==> src/rtl/gcd_controller.sv <==
// Control FSM for the subtract-and-compare GCD datapath: loads A then B, loops to equality, pulses done.
// Define GCD_WATCHDOG_EN to bound the loop with an iteration counter and report aborts on err.
module gcd_controller #(
    parameter int MAX_ITER = 65535,
    parameter int CNT_W    = 16
) (
    input  logic clk,
    input  logic rst,
    input  logic in_valid,
    output logic in_ready,
    input  logic lt,
    input  logic gt,
    input  logic eq,
    output logic ldA,
    output logic ldB,
    output logic sel_in,
    output logic sel1,
    output logic sel2,
    output logic busy,
    output logic done,
    output logic err
);

    typedef enum logic [1:0] {IDLE, LOADB, CMP, DONE} state_t;

    state_t state;
    logic   wd_hit;
    logic   err_flag;

`ifdef GCD_WATCHDOG_EN
    localparam logic [CNT_W-1:0] MAX_CNT = CNT_W'(MAX_ITER);

    logic [CNT_W-1:0] cnt;

    // Equality wins over the watchdog, so only abort when the operands still differ.
    assign wd_hit = (cnt == MAX_CNT) && !eq;

    always_ff @(posedge clk) begin
        if (rst) begin
            cnt      <= '0;
            err_flag <= 1'b0;
        end else begin
            case (state)
                LOADB: if (in_valid) cnt <= '0;
                CMP: begin
                    if (!eq) begin
                        if (wd_hit)
                            err_flag <= 1'b1;
                        else if (gt || lt)
                            cnt <= cnt + CNT_W'(1);
                    end
                end
                DONE:    err_flag <= 1'b0;
                default: ;
            endcase
        end
    end
`else
    logic [CNT_W-1:0] unused_max_iter;

    assign unused_max_iter = CNT_W'(MAX_ITER);
    assign wd_hit          = 1'b0;
    assign err_flag        = 1'b0;
`endif

    always_ff @(posedge clk) begin
        if (rst) begin
            state <= IDLE;
        end else begin
            case (state)
                IDLE:  if (in_valid) state <= LOADB;
                LOADB: if (in_valid) state <= CMP;
                CMP:   if (eq || wd_hit) state <= DONE;
                DONE:  state <= IDLE;
                default: state <= IDLE;
            endcase
        end
    end

    // Strobes are Mealy so a load lands on the same edge the flags are evaluated.
    always_comb begin
        in_ready = 1'b0;
        ldA      = 1'b0;
        ldB      = 1'b0;
        sel_in   = 1'b0;
        sel1     = 1'b0;
        sel2     = 1'b0;
        busy     = 1'b0;
        done     = 1'b0;
        err      = 1'b0;
        if (!rst) begin
            case (state)
                IDLE: begin
                    in_ready = 1'b1;
                    sel_in   = 1'b1;
                    ldA      = in_valid;
                end
                LOADB: begin
                    in_ready = 1'b1;
                    sel_in   = 1'b1;
                    busy     = 1'b1;
                    ldB      = in_valid;
                end
                CMP: begin
                    busy = 1'b1;
                    if (!eq && !wd_hit) begin
                        if (gt) begin
                            sel2 = 1'b1;
                            ldA  = 1'b1;
                        end else if (lt) begin
                            sel1 = 1'b1;
                            ldB  = 1'b1;
                        end
                    end
                end
                DONE: begin
                    done = 1'b1;
                    busy = 1'b1;
                    err  = err_flag;
                end
                default: ;
            endcase
        end
    end

endmodule

==> config.mk <==
export PLATFORM = sky130hd
export DESIGN_NAME = gcd_controller
export DESIGN_NICKNAME = d
export VERILOG_FILES = /design/src/rtl/gcd_controller.sv
export SDC_FILE = /design/constraint.sdc
export NUM_CORES = 1
export LEC_CHECK = 0
export CAP_MARGIN = 20
export CELL_PAD_IN_SITES_DETAIL_PLACEMENT = 0
export CELL_PAD_IN_SITES_GLOBAL_PLACEMENT = 1
export CORE_AREA = 2 2 39 41
export DETAILED_ROUTE_END_ITERATION = 10
export DIE_AREA = 0 0 41 43
export GPL_TIMING_DRIVEN = 1
export PLACE_DENSITY = 0.73
export SLEW_MARGIN = 0
export SYNTH_ARGS = -nofsm -noshare
export SYNTH_HDL_FRONTEND = slang
export SYNTH_SLANG_ARGS = --single-unit
==> constraint.sdc <==
create_clock -name clk -period 1.2 [get_ports clk]
set_input_delay 0.24 -clock clk [delete_from_list [all_inputs] [get_ports clk]]
set_output_delay 0.24 -clock clk [all_outputs]
set_load 0.01 [all_outputs]
==> qor.yml, run 1 <==
synth_area_per_cell_um2: 8.11
path_max_fanout: 4
drc: 0
layout-drive-gt1-share: 0.707
cp.required_ns: 0.96
max_flop_register: "state"
grt_max_degree: 6
area_growth_pct: 116
synth-seq-area-share: 0.150
htreeDepth: 1
postCtsHoldBufs: 0
crit_family: "flip-flops"
crit_chain: "inv_4 -> ha_4 -> nor2b_4 -> nand3b_1 -> a21oi_2 -> buf_2"
finalSetupTns_ns: -1.86
fmax_mhz: 657
hold_class: "reg2reg"
power_density_nw_per_um2: 2400
grt_pass1_vias: 277
min-delay-start: "state[1]"
synth_cell_types: 16
power.leakage_nw: 0.247
r2r_end: "state[0]"
antenna_cells: 0
coreArea_um2: 1380
crit_buf_inv: 2
final_cell_mix: "buf_4, buf_2, ha_4, clkdlybuf4s50_1"
totalPowerFinal_mw: 1.39
yosys_warnings: 0
setup_viol: 10
drv_cap: 0
failed_checks: "setup timing"
ios: 15
synth.top_cells.by_area: "ha_1, dfxtp_1, nor2_1, o21bai_4, a221oi_2"
fp.dieH_um: 43
synthDominantCellAreaShare: 0.234
rrSetupSlack_ns: -0.14
min_period_over_period: 1.27
clockBufferDepth: 2
wl_um: 658
netSwitchingPower_mw: 0.563
clk_pin_slew_ns: 0.03
slowest_stage: "dfxtp_2"
end_kind: "primary output"
drt-initial-drc-count: 0
pwr-share-clk: 0.109
grt_overflow: 0
insertion_delay_ns: 0.22
ys_seq_elements: 2
hpwlAfterDp_um: 463
worstHoldEndpoint: "state[1]"
cts-buffers-inserted: 3
largest_register_ffs: 2
wl_per_cell_um: 8.89
vias: 284
avgViaCountPerCell: 3.84
grtUsageTotal: 0.0951
status: "finished with violations"
portBuffers: 13
grt_pass1_wl_um: 1080
arrival_ns: 1.28
final_antenna_net_count: 0
clkSinkCount: 2
place_congestion: 0.685
reg2regPathDepth: 6
fin_skew_ns: 0.000213
netlist_area_um2: 268
die-area_um2: 1760
path_class: "reg2out"
power_frac_seq: 0.126
start_kind: "flop"
worstHoldPathCells: 2
clockRootBuffer: "clkbuf_4"
finalCriticalPeriod_ns: 1.52
grt_antenna_before_repair: 0
placed_area_um2: 499
start_util: 0.193
die_w_um: 41
rsz0062_at_grt: "yes"
slew_viol_final: 0
setup_ws_ns: -0.322
combPwrFrac: 0.765
final_common_cell: "buf_4"
cts_tree: "built"
critPathMaxStageDelay_ns: 0.32
netlist_instances: 33
whs_ns: 0.540
hold_viol_final: 0
first_pass_iters: 1
final_nets: 71
yosysTopAreaCell: "ha_1"
rows: 14
reg_top3: "state: 2 flops"
ir_drop_v: 0.000694
p_int_mw: 0.827
synth_fp_nets: 44
timing.rr.start: "state[0]"
p_sw_frac: 0.405
fillCellCount: 154
design_area_um2: 578
Yosys cell counts:
| cell | n |
|---|---|
| nor2_1 | 6 |
| ha_1 | 5 |
| nand2_1 | 3 |
| a21oi_1 | 2 |
| buf_4 | 2 |
| dfxtp_1 | 2 |
| inv_1 | 2 |
| nand2b_1 | 2 |
| nor2b_1 | 2 |
| a221oi_2 | 1 |
| buf_2 | 1 |
| conb_1 | 1 |
| mux2i_1 | 1 |
| nand2b_4 | 1 |
| nand3b_1 | 1 |
| o21bai_4 | 1 |
per-layer routing:
metal  up-vias  global-route usage  wire length (µm)
li1        153                   -                 -
met1       120               0.105               257
met2        11               0.138               358
met3         0              0.0314                43
met4         0              0.0800                 0
met5         -                   0                 0
worst max-delay path by stage:
stage | startpoint | to | cells after the start
floorplan | state[1] | sel_in | 5
global placement | eq | ldB | 5
CTS | state[0] | ldB | 6
global route | state[0] | ldB | 6
finish | state[0] | ldB | 6
detailed placement | eq | ldB | 5
stage by stage:
stage,setup slack (ns),instances,utilization
3_5_place_dp,-0.680,68,0.361
3_3_place_gp,-0.676,68,0.361
2_1_floorplan,-0.0225,33,-
4_1_cts,-0.352,73,0.401
5_1_grt,-0.412,74,0.418
6_report,-0.322,74,0.418
power by group through the flow:
stage,combinational [mW],sequential [mW],clock (mW)
after floorplan,0.468,0.148,0
after global placement,0.823,0.149,0
after detailed placement,0.827,0.150,0
after CTS,1.02,0.172,0.162
after global routing,1.18,0.177,0.168
final,1.06,0.175,0.152
cells by family after synthesis:
kind of cell / Yosys count / synth area share
DFF: 2 / 0.150
other: 1 / 0.0140
and+or+nand+nor: 15 / 0.299
AOI/OAI and AO/OA: 4 / 0.164
muxes: 1 / 0.0374
buffers and inverters: 5 / 0.103
adders and majority gates: 5 / 0.234
layout make-up:
type / count / area (µm²) / area share
clock buffers: 3 / 22.5 / 0.0390
inverters: 2 / 12.5 / 0.0216
multi-input cells: 26 / 290 / 0.502
flip-flops and latches: 2 / 45.0 / 0.0779
well taps: 16 / 20.0 / 0.0346
repair buffers: 25 / 188 / 0.325
worst reg2reg max path, delay by kind of cell (launching register included):
| family | cells | cell delay [ns] |
|---|---|---|
| adder cells (fa/ha/maj) | 1 | 0.17 |
| AND/OR/NAND/NOR | 1 | 0.07 |
| flip-flops | 1 | 0.32 |
| buffers and inverters | 2 | 0.29 |
| AO/OA/AOI/OAI | 2 | 0.39 |
repair_timing:
action,4_1_cts,5_1_grt
pin swaps,5,4
gates cloned,0,0
endpoints found under the hold margin,0,0
setup buffers,2,2
gates resized for setup,45,4
setup endpoints to repair,9,9
No activity file was read; power rests on OpenSTA's default activity.
==> run 2: changes to the inputs <==
Settings changed: CTS_CLUSTER_SIZE set to 25.
==> results of run 2 <==
The final DEF is identical to that of run 1; final timing and power are the same.
==> run 3: changes to the inputs <==
Settings changed: CTS_BUF_LIST set to sky130_fd_sc_hd__clkbuf_8.
==> qor.yml, run 3 (same netlist as run 1, synthesis figures left out) <==
status: "finished with violations"
failed_checks: "setup timing"
antenna_cells: 0
slew_viol_final: 0
fillCellCount: 152
hold_class: "in2reg"
critPathMaxStageDelay_ns: 0.32
seq_area_um2: 45.0
rows: 14
whs_ns: 0.507
grt_pass1_wl_um: 1060
vias: 293
die-area_um2: 1760
reg_top3: "state: 2 flops"
final_common_cell: "buf_4"
hpwlAfterDp_um: 463
hold_viol_final: 0
drt-initial-drc-count: 1
crit_chain: "inv_4 -> ha_4 -> nor2b_4 -> nand3b_1 -> a21oi_2 -> buf_2"
fmax_mhz: 665
coreArea_um2: 1380
start_kind: "flop"
htreeDepth: 1
clockRootBuffer: "clkbuf_8"
path_class: "reg2out"
start_util: 0.193
fp.dieH_um: 43
largest_register_ffs: 2
first_pass_iters: 2
min_period_over_period: 1.25
wl_um: 625
grtUsageTotal: 0.0881
power_density_nw_per_um2: 2560
clk_pin_slew_ns: 0.03
end_kind: "primary output"
crit_buf_inv: 2
avgViaCountPerCell: 3.91
max_flop_register: "state"
insertion_delay_ns: 0.21
fin_skew_ns: 0.00157
path_max_fanout: 4
cts_tree: "built"
grt_overflow: 0
cts-buffers-inserted: 3
ios: 15
finalCriticalPeriod_ns: 1.50
placed_area_um2: 499
ir_drop_v: 0.000771
die_w_um: 41
power.leakage_nw: 0.262
setup_viol: 10
grt_max_degree: 6
multiInputGateArea_um2: 278
clkSinkCount: 2
drv_cap: 0
final_nets: 72
setup_ws_ns: -0.304
cp.required_ns: 0.96
place_congestion: 0.685
arrival_ns: 1.26
final_cell_mix: "buf_4, buf_2, ha_4, clkdlybuf4s50_1"
drc: 0
clockBufferDepth: 2
layout-drive-gt1-share: 0.695
crit_family: "flip-flops"
grt_antenna_before_repair: 0
rsz0062_at_grt: "yes"
design_area_um2: 591
portBuffers: 13
final_core_util: 0.427
grt_pass1_vias: 285
wl_per_cell_um: 8.33
area_growth_pct: 121
slowest_stage: "dfxtp_2"
final_antenna_net_count: 0
run 3: path summary, 6_finish.rpt:
check | startpoint | cells past startpoint | end | slack, ns
max | state[0] | 6 | ldB | -0.30
min | rst | 3 | state[0] | 0.51
max reg2reg | state[1] | 6 | state[0] | -0.11
min reg2reg | state[1] | 2 | state[1] | 0.54
run 3: metrics by stage:
stage          instances  worst slack, ns  total power [mW]  setup TNS (ns)
2_1_floorplan         33          -0.0225             0.616         -0.0445
3_3_place_gp          68           -0.676             0.972           -4.70
3_5_place_dp          68           -0.680             0.978           -4.68
4_1_cts               75           -0.323              1.52           -1.83
5_1_grt               75           -0.380              1.64           -2.18
6_report              75           -0.304              1.51           -1.70
run 3: report_power, final:
group | leakage, nW | internal [mW] | switching (mW) | total [mW]
registers | 0.0175 | 0.118 | 0.0570 | 0.175
logic | 0.223 | 0.622 | 0.451 | 1.07
clock network | 0.0216 | 0.212 | 0.0536 | 0.266
run 3: worst min-delay path: cells and delay by family:
kind            cells  cell delay, ns
buf+inv             2            0.40
compound gates      1            0.04
run 3: layout make-up:
cell class / count / area share
flip-flops and latches: 2 / 0.0763
multi-input cells: 26 / 0.470
clock buffers: 3 / 0.0699
repair buffers: 26 / 0.328
well taps: 16 / 0.0339
inverters: 2 / 0.0212
run 3: repair_timing:
item	CTS	global route
pin swaps	8	2
endpoints found under the setup margin	9	10
hold buffers	0	0
resized for setup	46	1
setup buffers	4	0
run 3: per-layer routing:
metal | wire length (µm) | vias up | track usage
li1 | - | 155 | -
met1 | 256 | 123 | 0.102
met2 | 307 | 13 | 0.138
met3 | 45 | 2 | 0.0157
met4 | 17 | 0 | 0.0600
met5 | 0 | - | 0
